===== src/rtl/program_memory_arbiter.sv =====
// Single-port instruction RAM arbiter: boot loader streams words in,
// core fetch path reads them back once the FSM enters RUN.
module program_memory_arbiter #(
    parameter int MEMORY_DEPTH = 32,
    parameter int DATA_WIDTH = 32,
    parameter logic [DATA_WIDTH-1:0] NOP_WORD = 32'h00000013,
    localparam int AW = $clog2(MEMORY_DEPTH)
) (
    input  logic                  clk,
    input  logic                  reset,
    input  logic                  Boot_Load_i,
    input  logic                  Run_i,
    input  logic                  Load_Valid_i,
    input  logic [DATA_WIDTH-1:0] Load_Data_i,
    input  logic                  Load_Done_i,
    output logic                  Load_Ready_o,
    output logic [AW:0]           Load_Count_o,
    input  logic                  Fetch_Req_i,
    input  logic [DATA_WIDTH-1:0] Fetch_Address_i,
    output logic                  Fetch_Valid_o,
    output logic [DATA_WIDTH-1:0] Instruction_o,
    output logic                  Fetch_Error_o,
    output logic                  Cpu_Stall_o,
    output logic [1:0]            Mode_o,
    output logic                  Mem_We_o,
    output logic [AW-1:0]         Mem_Address_o,
    output logic [DATA_WIDTH-1:0] Mem_Wdata_o,
    input  logic [DATA_WIDTH-1:0] Mem_Rdata_i
);

    typedef enum logic [1:0] {
        IDLE = 2'b00,
        LOAD = 2'b01,
        RUN  = 2'b10
    } state_t;

    localparam logic [AW:0] DEPTH_CNT = (AW+1)'(MEMORY_DEPTH);
    localparam logic [DATA_WIDTH-3:0] DEPTH_IDX = (DATA_WIDTH-2)'(MEMORY_DEPTH);

    state_t state;
    state_t next_state;

    logic [AW:0]           load_count;
    logic                  load_ready;
    logic                  load_write;
    logic [AW-1:0]         fetch_index;
    logic                  fetch_legal;
    logic                  fetch_accept;
    logic                  rsp_valid;
    logic                  rsp_hit;
    logic                  rsp_error;
    logic [DATA_WIDTH-1:0] instr_q;

    assign fetch_index  = Fetch_Address_i[AW+1:2];
    assign fetch_legal  = (Fetch_Address_i[1:0] == 2'b00) &&
                          (Fetch_Address_i[DATA_WIDTH-1:2] < DEPTH_IDX);
    assign load_ready   = (state == LOAD) && (load_count < DEPTH_CNT);
    assign load_write   = load_ready && Load_Valid_i;
    // A boot request steals the port, so a same-cycle fetch is dropped.
    assign fetch_accept = (state == RUN) && Fetch_Req_i && !Boot_Load_i;

    always_ff @(posedge clk or posedge reset) begin
        if (reset) begin
            state <= IDLE;
        end else begin
            state <= next_state;
        end
    end

    always_comb begin
        next_state = state;
        unique case (state)
            IDLE: begin
                if (Boot_Load_i) begin
                    next_state = LOAD;
                end else if (Run_i) begin
                    next_state = RUN;
                end
            end
            LOAD: begin
                if (Load_Done_i || (load_count >= DEPTH_CNT)) begin
                    next_state = RUN;
                end
            end
            RUN: begin
                if (Boot_Load_i) begin
                    next_state = LOAD;
                end
            end
            default: next_state = IDLE;
        endcase
    end

    always_comb begin
        Mode_o        = state;
        Cpu_Stall_o   = (state != RUN);
        Load_Ready_o  = load_ready;
        Mem_We_o      = 1'b0;
        Mem_Address_o = '0;
        Mem_Wdata_o   = Load_Data_i;
        unique case (state)
            LOAD: begin
                Mem_We_o      = load_write;
                Mem_Address_o = load_count[AW-1:0];
            end
            RUN: begin
                if (fetch_accept && fetch_legal) begin
                    Mem_Address_o = fetch_index;
                end
            end
            default: ;
        endcase
    end

    always_ff @(posedge clk or posedge reset) begin
        if (reset) begin
            load_count <= '0;
        end else if ((state != LOAD) && (next_state == LOAD)) begin
            load_count <= '0;
        end else if (load_write) begin
            load_count <= load_count + 1'b1;
        end
    end

    // instr_q remembers the last response so idle cycles hold Instruction_o.
    always_ff @(posedge clk or posedge reset) begin
        if (reset) begin
            rsp_valid <= 1'b0;
            rsp_hit   <= 1'b0;
            rsp_error <= 1'b0;
            instr_q   <= NOP_WORD;
        end else begin
            rsp_valid <= fetch_accept;
            rsp_hit   <= fetch_accept && fetch_legal;
            rsp_error <= fetch_accept && !fetch_legal;
            if (fetch_accept && !fetch_legal) begin
                instr_q <= NOP_WORD;
            end else if (rsp_hit) begin
                instr_q <= Mem_Rdata_i;
            end
        end
    end

    assign Load_Count_o  = load_count;
    assign Fetch_Valid_o = rsp_valid;
    assign Fetch_Error_o = rsp_error;
    assign Instruction_o = rsp_hit ? Mem_Rdata_i : instr_q;

endmodule


===== config.mk =====
export PLATFORM = sky130hd
export DESIGN_NAME = program_memory_arbiter
export DESIGN_NICKNAME = d
export VERILOG_FILES = /design/src/rtl/program_memory_arbiter.sv
export SDC_FILE = /design/constraint.sdc
export NUM_CORES = 1
export LEC_CHECK = 0
export BUFFER_PORTS_ARGS = -buffer_cell sky130_fd_sc_hd__buf_4
export CELL_PAD_IN_SITES_DETAIL_PLACEMENT = 1
export CELL_PAD_IN_SITES_GLOBAL_PLACEMENT = 2
export CORE_MARGIN = 1.5
export CORE_UTILIZATION = 22
export DETAILED_ROUTE_END_ITERATION = 8
export HOLD_SLACK_MARGIN = 0.1
export PLACE_DENSITY = 0.77
export SETUP_SLACK_MARGIN = 0.3
export SLEW_MARGIN = 20
export SYNTH_ARGS = -nofsm -noshare
export SYNTH_HDL_FRONTEND = slang
export SYNTH_SLANG_ARGS = --single-unit

===== constraint.sdc =====
create_clock -name clk -period 1.9 [get_ports clk]
set_input_delay 0.19 -clock clk [delete_from_list [all_inputs] [get_ports clk]]
set_output_delay 0.19 -clock clk [all_outputs]
set_load 0.01 [all_outputs]

## Word-level counts from Yosys, hierarchy flattened

Cells that the tools add are included.

| word-level totals | value |
|---|---|
| bits in registers | 43 |
| latch bits | 0 |
| RAM bits | 0 |
| bits in read-only memories | 0 |
| input bits | 103 |
| output and inout bits | 82 |
| word-level logic and storage cells | 41 |
| memories kept | 0 |

| operators by class | value |
|---|---|
| $add $sub $neg | 1 |
| multipliers | 0 |
| divide/modulo/power cells | 0 |
| $lt $le $gt $ge | 3 |
| equal/unequal tests | 5 |
| shift operators | 0 |
| multiplexer cells | 12 |
| bitwise gates (word level) | 0 |
| reduce and logical (&&, ||, !) cells | 14 |

Operators by type and width:

| operator | count |
|---|---|
| 32-bit two-way mux | 2 |
| 30-bit by 6-bit < comparator with 1-bit output, second input constant | 1 |
| 6-bit two-way mux | 2 |
| 5-bit case mux with 2 select lines | 1 |
| 1-bit logical AND | 8 |
| 2-bit two-way mux | 4 |
| 6-bit by 1-bit adder with 6-bit output, second input constant | 1 |
| 6-bit greater-or-equal comparator, second input constant | 1 |
| 6-bit < comparator, second input constant | 1 |
| 2-bit case mux with 3 select lines | 1 |
| 5-bit two-way mux | 1 |
| 2-bit by 1-bit equality test with 1-bit output, second input constant | 2 |
| 2-bit zero test | 2 |
| 2-bit equality test, second input constant | 1 |
| 1-bit zero test | 2 |
| 2-bit by 1-bit != test with 1-bit output, second input constant | 1 |
| 2-bit != test, second input constant | 1 |
| 2-bit nonzero test | 1 |
| 1-bit logical OR | 1 |
| 1-bit two-way mux | 1 |

## Depth between registers and ports, before layout

Gate-level depths: netlist (run 1).

| logic depth | value |
|---|---|
| depth after elaboration | 7 |
| depth in mapped cells | 8 |
| mapped depth without buffers | 6 |

## Worst setup path before layout (run 1)

OpenSTA, ideal clock, no wires.

| timing | value |
|---|---|
| path type | reg-to-reg |
| from | register state[1], in the netlist Mode_o[1] |
| to | register load_count[5], in the netlist Load_Count_o[5] |
| library setup time | 0.139 ns |
| arrival | 1.589 ns |
| required time | 1.761 ns |
| path slack | 0.172 ns |
| cell stages (with the launch flop) | 9 |
| buffers on the path | 2 |
| clock period less this slack | 1.728 ns |
| cell sequence | dfrtp_1 > inv_1 > ha_1 > buf_2 > and3b_1 > buf_4 > and4_1 > a31oi_1 > nor2_1 |

| on the way | value |
|---|---|
| cells in the longest elaborated chain, start to end | 6 |
| elaborated cells between the ends (all ways) | 15 |
| those cells by class | eq/ne: 4; mux: 6; reduce/logical: 5 |

RTL lines:

| item | RTL line | source |
|---|---|---|
| start: declaration | 40 | `state_t state;` |
| start signal: assignment | 66 | `state <= next_state;` |
| 2-bit two-way mux | 76 | `end else if (Run_i) begin` |
| 2-bit two-way mux | 74 | `if (Boot_Load_i) begin` |
| 2-bit case mux with 3 select lines | 72 | `unique case (state)` |
| 2-bit by 1-bit equality test with 1-bit output | 118 | `end else if ((state != LOAD) && (next_state == LOAD)) begin` |
| 1-bit logical AND | 118 |  |
| 6-bit two-way mux / 2-bit nonzero test (equally long branches) | n/a |  |
| end signal: assignment | 121 | `load_count <= load_count + 1'b1;` |
| end: declaration | 43 | `logic [AW:0] load_count;` |

Parallel ways exist; a longest one is shown, timed or not.
A chain may end at the register's enable or synchronous reset.

## Worst setup path in the final report (run 1)

| timing | value |
|---|---|
| from | register state[0], in the netlist Mode_o[0] |
| to | output port Mem_Address_o[0] |

| on the way | value |
|---|---|
| cells in the longest elaborated chain, start to end | 6 |
| elaborated cells between the ends (all ways) | 7 |
| those cells by class | eq/ne: 2; mux: 2; reduce/logical: 3 |

RTL lines:

| item | RTL line | source |
|---|---|---|
| 2-bit equality test | 60, 101 |  |
| 1-bit logical AND (2 in a row) | 60 | `assign fetch_accept = (state == RUN) && Fetch_Req_i && !Boot_Load_i;` |
| 1-bit logical AND | 107 | `if (fetch_accept && fetch_legal) begin` |
| 5-bit two-way mux | 107 |  |
| 5-bit case mux with 2 select lines * | 101 | `unique case (state)` |
| end: declaration | 26 | `output logic [AW-1:0] Mem_Address_o,` |

Mark *: on every way between the ends. The rest lies on a longest branch, timed or not.

==> load_flow_metrics.sql, run 1 <==
INSERT INTO impl_metrics (metric_group, metric, value, unit) VALUES
('outcome', 'run_status', 'finished, final reports clean', ''),
('routing', 'routed-via-count', '2086', ''),
('floorplan', 'floorplan.die_area', '11800', 'µm²'),
('yosys', 'most_instantiated_flip_flop_cell_in_the_synthesis_netlist', 'sky130_fd_sc_hd__dfrtp_1', ''),
('global_routing', 'global_route.usage.total', '12.3', '%'),
('place', 'place_area', '3340', 'µm²'),
('setup_path', 'timing.setup.critical_path_class', 'register to output pin', ''),
('yosys', 'synthesis.area_per_instance', '11.3', 'µm²'),
('setup_path', 'crit-reg2reg-launch', 'Mode_o[1]', ''),
('clock_tree', 'ctsRootBufferMaster', 'sky130_fd_sc_hd__clkbuf_8', ''),
('clock_tree', 'max-clock-path-buffers', '2', ''),
('layout', 'diodes', '0', ''),
('setup_path', 'critical_path_arrival', '1.71', 'ns'),
('timing', 'final.period_utilization', '99.9', '%'),
('power_and_ir_drop', 'seqPwrFrac', '35.3', '%'),
('timing', 'final-max-slew-violation-count', '0', ''),
('clock_tree', 'htreeDepth', '2', ''),
('layout', 'final.fill_count', '1171', ''),
('layout', 'post_layout_net_count', '440', ''),
('routing', 'final_antenna_violating_net_count', '0', ''),
('power_and_ir_drop', 'power-per-cell-area', '730', 'nW/µm²'),
('global_routing', 'busiest_layer_in_global_routing', 'met2', ''),
('layout', 'post_synthesis_to_final_layout_area_growth', '70.5', '%'),
('yosys', 'mappedNetlistArea', '2460', 'µm²'),
('floorplan', 'top_ports', '185', ''),
('yosys', 'post_syn_instances', '217', ''),
('global_routing', 'met1_usage', '15.0', '%'),
('routing', 'routed_len_inst', '15.9', 'µm'),
('clock_tree', 'clkSlewWorstSetupHoldPaths', '0.09', 'ns'),
('yosys', 'synthDistinctLibCells', '36', ''),
('setup_path', 'endpoint_kind_of_the_worst_setup_timing_path', 'output pin', ''),
('yosys', 'ys_seq_elements', '43', ''),
('power_and_ir_drop', 'p_comb_share', '40.2', '%'),
('setup_path', 'cp_max_fo', '5', ''),
('yosys', 'synthesis.nets', '326', ''),
('floorplan', 'floorplan.die.height', '109', 'µm'),
('setup_path', 'worst_setup_path_startpoint', 'Mode_o[0]', ''),
('yosys', 'synth_enable_flop_cells', '0', ''),
('power_and_ir_drop', 'pwr-share-clk', '24.5', '%'),
('global_routing', 'maximum_number_of_pins_on_one_net_before_global_route_repair', '29', ''),
('timing', 'endpoints_failing_setup', '0', ''),
('layout', 'utilization', '38.5', '%'),
('timing', 'hold_viol_final', '0', ''),
('floorplan', 'fp.dieW', '109', 'µm'),
('clock_tree', 'clock_tree_from_tritoncts', 'done', ''),
('global_routing', 'global_route.usage.met3', '3.59', '%'),
('clock_tree', 'cts_made_buffers', '5', ''),
('setup_path', 'timing.reg2reg.setup_slack', '0.22', 'ns'),
('place', 'dpl.hpwl', '5260', 'µm'),
('timing', 'holdWs', '0.179', 'ns'),
('power_and_ir_drop', 'total_leakage_power', '2.03', 'nW'),
('routing', 'routed_wl', '7530', 'µm'),
('timing', 'highest_clock_frequency_the_design_can_meet', '527', 'MHz'),
('worst_hold_path', 'min-delay-path-class', 'primary input to register', ''),
('global_routing', 'vias_in_the_first_global_route', '2221', ''),
('timing', 'grt_setup_unrepaired', 'yes', ''),
('layout', 'drive_above_1_share', '75.3', '%'),
('routing', 'firstDrtPassIters', '4', ''),
('layout', 'final_cell_count_no_fill', '472', ''),
('timing', 'fin_crit', '1.90', 'ns'),
('power_and_ir_drop', 'vdd.ir_drop.worst', '0.000417', 'V'),
('clock_tree', 'clk-insertion-delay-late', '0.29', 'ns'),
('global_routing', 'antenna_found_initial', '0', ''),
('layout', 'final_cell_area', '4200', 'µm²'),
('place', 'place_inst', '442', ''),
('setup_path', 'worstPathRequired', '1.71', 'ns'),
('power_and_ir_drop', 'internal_power', '2.13', 'mW'),
('timing', 'finalSetupTns', '0', 'ns'),
('yosys', 'synthesis.yosys.warnings', '0', ''),
('job', 'max-cap-violations', '0', ''),
('global_routing', 'global_route_wire_length_before_repair', '11300', 'µm');
-- worst max-delay path: stages, from the launching register on --
cell and delay, ns:
sky130_fd_sc_hd__dfrtp_2 0.43, sky130_fd_sc_hd__inv_4 0.08, sky130_fd_sc_hd__ha_4 0.12, sky130_fd_sc_hd__and3b_2 0.19, sky130_fd_sc_hd__nand3_2 0.08, sky130_fd_sc_hd__nor3_4 0.24, sky130_fd_sc_hd__a32o_2 0.18, sky130_fd_sc_hd__buf_6 0.10
-- sequential cells by signal, summed over array words and instances (netlist names) --
register       flops
Load_Count_o       6
instr_q           32
Mode_o             2
rsp_hit            1
Fetch_Valid_o      1
Fetch_Error_o      1
-- cells by family after synthesis --
group	share of synthesized area [%]
buffers and inverters	13.4
DFF	43.9
and+or+nand+nor	11.3
AOI/OAI and AO/OA	12.4
muxes	14.6
adders and majority gates	3.05
xor gates and xnor gates	1.42
-- cell usage after synthesis (2+ instances only) --
cell / count / area [µm²]
sky130_fd_sc_hd__nor3_1: 2 / 10.0
sky130_fd_sc_hd__a21oi_1: 4 / 20.0
sky130_fd_sc_hd__inv_1: 6 / 22.5
sky130_fd_sc_hd__buf_4: 33 / 248
sky130_fd_sc_hd__nor4_1: 2 / 12.5
sky130_fd_sc_hd__nor2b_1: 3 / 18.8
sky130_fd_sc_hd__xnor2_1: 2 / 17.5
sky130_fd_sc_hd__a21boi_0: 8 / 60.1
sky130_fd_sc_hd__nand2_1: 4 / 15.0
sky130_fd_sc_hd__a21boi_1: 21 / 158
sky130_fd_sc_hd__nor2_1: 10 / 37.5
sky130_fd_sc_hd__or2_1: 3 / 18.8
sky130_fd_sc_hd__buf_2: 5 / 25.0
sky130_fd_sc_hd__dfrtp_1: 40 / 1000
sky130_fd_sc_hd__and4_1: 2 / 17.5
sky130_fd_sc_hd__xor2_1: 2 / 17.5
sky130_fd_sc_hd__and3b_1: 2 / 17.5
sky130_fd_sc_hd__ha_1: 6 / 75.1
sky130_fd_sc_hd__nor4_2: 4 / 50.1
sky130_fd_sc_hd__a32o_1: 5 / 50.1
sky130_fd_sc_hd__dfstp_2: 3 / 78.8
sky130_fd_sc_hd__buf_6: 2 / 22.5
sky130_fd_sc_hd__nand4_1: 2 / 12.5
sky130_fd_sc_hd__mux2_2: 32 / 360
sky130_fd_sc_hd__clkbuf_1: 3 / 11.3
-- power by group through the flow --
stage | clock network (mW) | registers (mW) | logic, mW
6_report | 0.750 | 1.08 | 1.23
5_1_grt | 0.809 | 1.09 | 1.34
4_1_cts | 0.775 | 1.08 | 1.06
3_5_place_dp | 0 | 1.11 | 0.857
3_3_place_gp | 0 | 1.10 | 0.833
2_1_floorplan | 0 | 1.11 | 0.490
-- timing repair --
item | CTS | global route
gates cloned | 1 | 2
setup buffers | 6 | 12
hold buffers | 1 | 0
resized for setup | 84 | 58
setup endpoints to repair | 54 | 49
hold endpoints to repair | 19 | 0
pin swaps | 10 | 26
-- layer usage --
metal	vias to the layer above	wire length, µm
met5	-	0
met4	0	85
met3	13	480
met2	84	3870
met1	1036	3090
li1	953	-
-- worst paths after layout --
path                                    endpoint  depth (start not counted)
min in group asynchronous        Load_Count_o[0]                          3
worst max register to register        instr_q[1]                          7
worst max-delay path            Mem_Address_o[0]                          7
max in group asynchronous             instr_q[1]                          4
worst min register to register   Load_Count_o[2]                          2
worst min-delay path                     rsp_hit                          4
-- cell usage in the layout, fill, tap and decap left out, types with 2 or more instances in the layout --
cell type                   Yosys  final
sky130_fd_sc_hd__nor2_1        10      8
sky130_fd_sc_hd__and4_1         2      2
sky130_fd_sc_hd__or2_1          3      3
sky130_fd_sc_hd__nand2_1        4      4
sky130_fd_sc_hd__buf_12         0      5
sky130_fd_sc_hd__a32o_2         0      5
sky130_fd_sc_hd__a21oi_1        4      3
sky130_fd_sc_hd__a21boi_2       0     28
sky130_fd_sc_hd__xor2_1         2      2
sky130_fd_sc_hd__clkbuf_8       0      6
sky130_fd_sc_hd__and3b_2        0      2
sky130_fd_sc_hd__nor4_1         2      2
sky130_fd_sc_hd__buf_4         33     97
sky130_fd_sc_hd__inv_2          0      2
sky130_fd_sc_hd__dfstp_2        3      3
sky130_fd_sc_hd__xnor2_1        2      2
sky130_fd_sc_hd__dfrtp_2        0      3
sky130_fd_sc_hd__buf_6          2     43
sky130_fd_sc_hd__inv_1          6      3
sky130_fd_sc_hd__nor4_2         4      4
sky130_fd_sc_hd__nand4_1        2      2
sky130_fd_sc_hd__dfrtp_1       40     37
sky130_fd_sc_hd__clkbuf_16      0      3
sky130_fd_sc_hd__ha_4           0      3
sky130_fd_sc_hd__ha_1           6      3
sky130_fd_sc_hd__nor2b_1        3      2
sky130_fd_sc_hd__mux2_4         0     32
-- area by class of cell --
type / count / area, µm² / area share (%)
Timing Repair Buffer: 150 / 1410 / 33.7
Multi-Input combinational cell: 125 / 1380 / 32.9
Sequential cell: 43 / 1080 / 25.8
Tap cell: 140 / 175 / 4.18
Clock buffer: 6 / 82.6 / 1.97
Clock inverter: 2 / 35.0 / 0.835
Inverter: 6 / 25.0 / 0.596
-- per-stage QoR --
stage / power [mW] / worst slack (ns)
final: 3.06 / 0.00109
after global routing: 3.24 / -0.0830
after CTS: 2.91 / -0.00906
after detailed placement: 1.97 / 0.179
after global placement: 1.94 / 0.200
after floorplan: 1.60 / 0.306
(Power assumes the default switching activity.)
==> run 2, diff against run 1 <==
Settings changed: MAX_ROUTING_LAYER set to met4, RECOVER_POWER set to 25.
==> load_flow_metrics.sql, run 2 (synthesis gave the netlist of run 1 again) <==
INSERT INTO impl_metrics (metric_group, metric, value, unit) VALUES
('outcome', 'run_status', 'finished, final reports clean', ''),
('setup_path', 'timing.reg2reg.worst_path_depth', '7', ''),
('layout', 'utilization', '38.5', '%'),
('job', 'max-cap-violations', '0', ''),
('timing', 'fin_crit', '1.90', 'ns'),
('place', 'place_inst', '442', ''),
('worst_hold_path', 'hold_path_end', 'rsp_hit', ''),
('layout', 'largest_reg_flops', '32', ''),
('place', 'numPortBuffers', '120', ''),
('place', 'routability_cong', '0.713', ''),
('layout', 'final_cell_count_no_fill', '472', ''),
('global_routing', 'global_route.usage.total', '12.7', '%'),
('routing', 'final_antenna_violating_net_count', '0', ''),
('routing', 'routed-via-count', '2078', ''),
('layout', 'post_layout_net_count', '440', ''),
('setup_path', 'critical_path.startpoint_type', 'register', ''),
('setup_path', 'worst-path-buf-inv', '2', ''),
('floorplan', 'rows', '38', ''),
('worst_hold_path', 'min-delay-path-class', 'primary input to register', ''),
('setup_path', 'timing.reg2reg.setup_slack', '0.22', 'ns'),
('layout', 'final.fill_count', '1171', ''),
('setup_path', 'critical_path_arrival', '1.71', 'ns'),
('setup_path', 'cp_max_fo', '5', ''),
('power_and_ir_drop', 'total_leakage_power', '2.03', 'nW'),
('layout', 'post_synthesis_to_final_layout_area_growth', '70.5', '%'),
('layout', 'final_common_cell', 'sky130_fd_sc_hd__buf_4', ''),
('clock_tree', 'clock_tree_from_tritoncts', 'done', ''),
('routing', 'firstDrtPassIters', '4', ''),
('clock_tree', 'cts_made_buffers', '5', ''),
('setup_path', 'endpoint_kind_of_the_worst_setup_timing_path', 'output pin', ''),
('clock_tree', 'tritoncts_num_sinks', '43', ''),
('layout', 'drive_above_1_share', '75.0', '%'),
('timing', 'highest_clock_frequency_the_design_can_meet', '527', 'MHz'),
('timing', 'hold_viol_final', '0', ''),
('floorplan', 'floorplan.die_area', '11800', 'µm²'),
('worst_hold_path', 'hp-start', 'Fetch_Address_i[11]', ''),
('setup_path', 'crit_path_cell_trace', 'inv_4 -> ha_4 -> and3b_2 -> nand3_2 -> nor3_4 -> a32o_2 -> buf_6', ''),
('setup_path', 'family_with_the_most_delay_on_the_worst_path', 'simple AND/OR/NAND/NOR gates', ''),
('floorplan', 'top_ports', '185', ''),
('global_routing', 'maximum_number_of_pins_on_one_net_before_global_route_repair', '29', ''),
('floorplan', 'initial_core_util', '22.6', '%'),
('setup_path', 'critPathSlowestCell', 'sky130_fd_sc_hd__dfrtp_2', ''),
('power_and_ir_drop', 'vdd.ir_drop.worst', '0.000417', 'V'),
('place', 'dpl.hpwl', '5260', 'µm'),
('timing', 'finClkSkew', '0.0121', 'ns'),
('clock_tree', 'max-clock-path-buffers', '2', ''),
('floorplan', 'core', '10900', 'µm²'),
('setup_path', 'timing.setup.critical_path_class', 'register to output pin', ''),
('place', 'place_area', '3340', 'µm²'),
('timing', 'max_slew.worst_pin.slew', '0.942', 'ns'),
('layout', 'commonest_non_fill_non_tap_cells_in_the_layout', 'sky130_fd_sc_hd__buf_4, sky130_fd_sc_hd__buf_6, sky130_fd_sc_hd__dfrtp_1', ''),
('clock_tree', 'clkSlewWorstSetupHoldPaths', '0.09', 'ns'),
('global_routing', 'vias_in_the_first_global_route', '2223', ''),
('global_routing', 'globalRoute.totalOverflow', '0', ''),
('setup_path', 'worst_setup_path_startpoint', 'Mode_o[0]', ''),
('clock_tree', 'ctsRootBufferMaster', 'sky130_fd_sc_hd__clkbuf_8', ''),
('setup_path', 'worstPathRequired', '1.71', 'ns'),
('setup_path', 'rr_endpoint', 'instr_q[1]', ''),
('routing', 'routed_len_inst', '16.0', 'µm'),
('routing', 'routed_wl', '7550', 'µm'),
('timing', 'maxSlewHeadroom', '37.2', '%'),
('timing', 'grt_setup_unrepaired', 'yes', ''),
('setup_path', 'crit-reg2reg-launch', 'Mode_o[1]', ''),
('clock_tree', 'htreeDepth', '2', ''),
('routing', 'post_drt_via_cell_ratio', '4.40', ''),
('power_and_ir_drop', 'power-per-cell-area', '729', 'nW/µm²'),
('timing', 'final-max-slew-violation-count', '0', ''),
('timing', 'final.period_utilization', '100', '%'),
('timing', 'endpoints_failing_setup', '0', ''),
('layout', 'max_flop_register', 'instr_q', ''),
('layout', 'final_cell_area', '4200', 'µm²'),
('routing', 'detailedRoute.firstIterationViolations', '61', ''),
('layout', 'diodes', '0', ''),
('global_routing', 'antenna_found_initial', '0', ''),
('global_routing', 'global_route_wire_length_before_repair', '11300', 'µm'),
('floorplan', 'fp.dieW', '109', 'µm'),
('floorplan', 'floorplan.die.height', '109', 'µm'),
('setup_path', 'crit_path_max_incr_delay', '0.43', 'ns'),
('routing', 'route.detailed.drc', '0', ''),
('worst_hold_path', 'worst_hold_path.num_cells', '4', ''),
('clock_tree', 'clk-insertion-delay-late', '0.29', 'ns');
run 2: power by group:
| part | internal (mW) | switching (mW) | leakage (nW) |
|---|---|---|---|
| Clock | 0.426 | 0.322 | 0.0612 |
| Combinational | 0.692 | 0.538 | 1.39 |
| Sequential | 1.01 | 0.0701 | 0.582 |
run 2: metrics by stage:
stage               hold slack, ns  power (mW)  worst slack (ns)  setup TNS (ns)
finish                       0.179        3.06          0.000762               0
global route                 0.211        3.23           -0.0830          -0.391
CTS                          0.161        2.91          -0.00906         -0.0251
detailed placement           0.270        1.97             0.179               0
global placement             0.263        1.94             0.200               0
floorplan                    0.371        1.60             0.306               0
run 2: timing repair:
action                     in CTS  in global routing
gates resized for setup        84                 58
setup endpoints to repair      54                 49
cloned                          1                  2
buffers inserted                6                 12
pin swaps                      10                 26
hold buffers                    1                  0
hold endpoints to repair       19                  0
run 2: area by class of cell:
class	count	area [µm²]	area share [%]
Tap cell	140	175	4.18
Inverter	6	25.0	0.596
Clock buffer	6	82.6	1.97
Timing Repair Buffer	150	1410	33.7
Sequential cell	43	1080	25.8
Clock inverter	2	35.0	0.835
Multi-Input combinational cell	125	1380	32.9
run 2: tightest hold or removal path, stage by stage:
cell and delay (ns):
sky130_fd_sc_hd__buf_4 0.08, sky130_fd_sc_hd__nor3_1 0.06, sky130_fd_sc_hd__nand2_1 0.08, sky130_fd_sc_hd__nor3_2 0.04
run 2: layer usage:
metal,GRT usage [%],wire (µm)
met5,-,0
met1,15.0,3120
met4,2.91,67
met3,3.53,459
met2,21.4,3900
run 2: worst max-delay path by stage:
stage / end / slack [ns] / cells after the start
finish: Mem_Address_o[0] / 0.0008 / 7
global route: Mem_Address_o[0] / -0.08 / 7
CTS: Mem_Address_o[0] / -0.009 / 7
detailed placement: Mem_Address_o[0] / 0.18 / 7
global placement: Mem_Address_o[0] / 0.20 / 7
floorplan: Load_Count_o[3] / 0.31 / 8
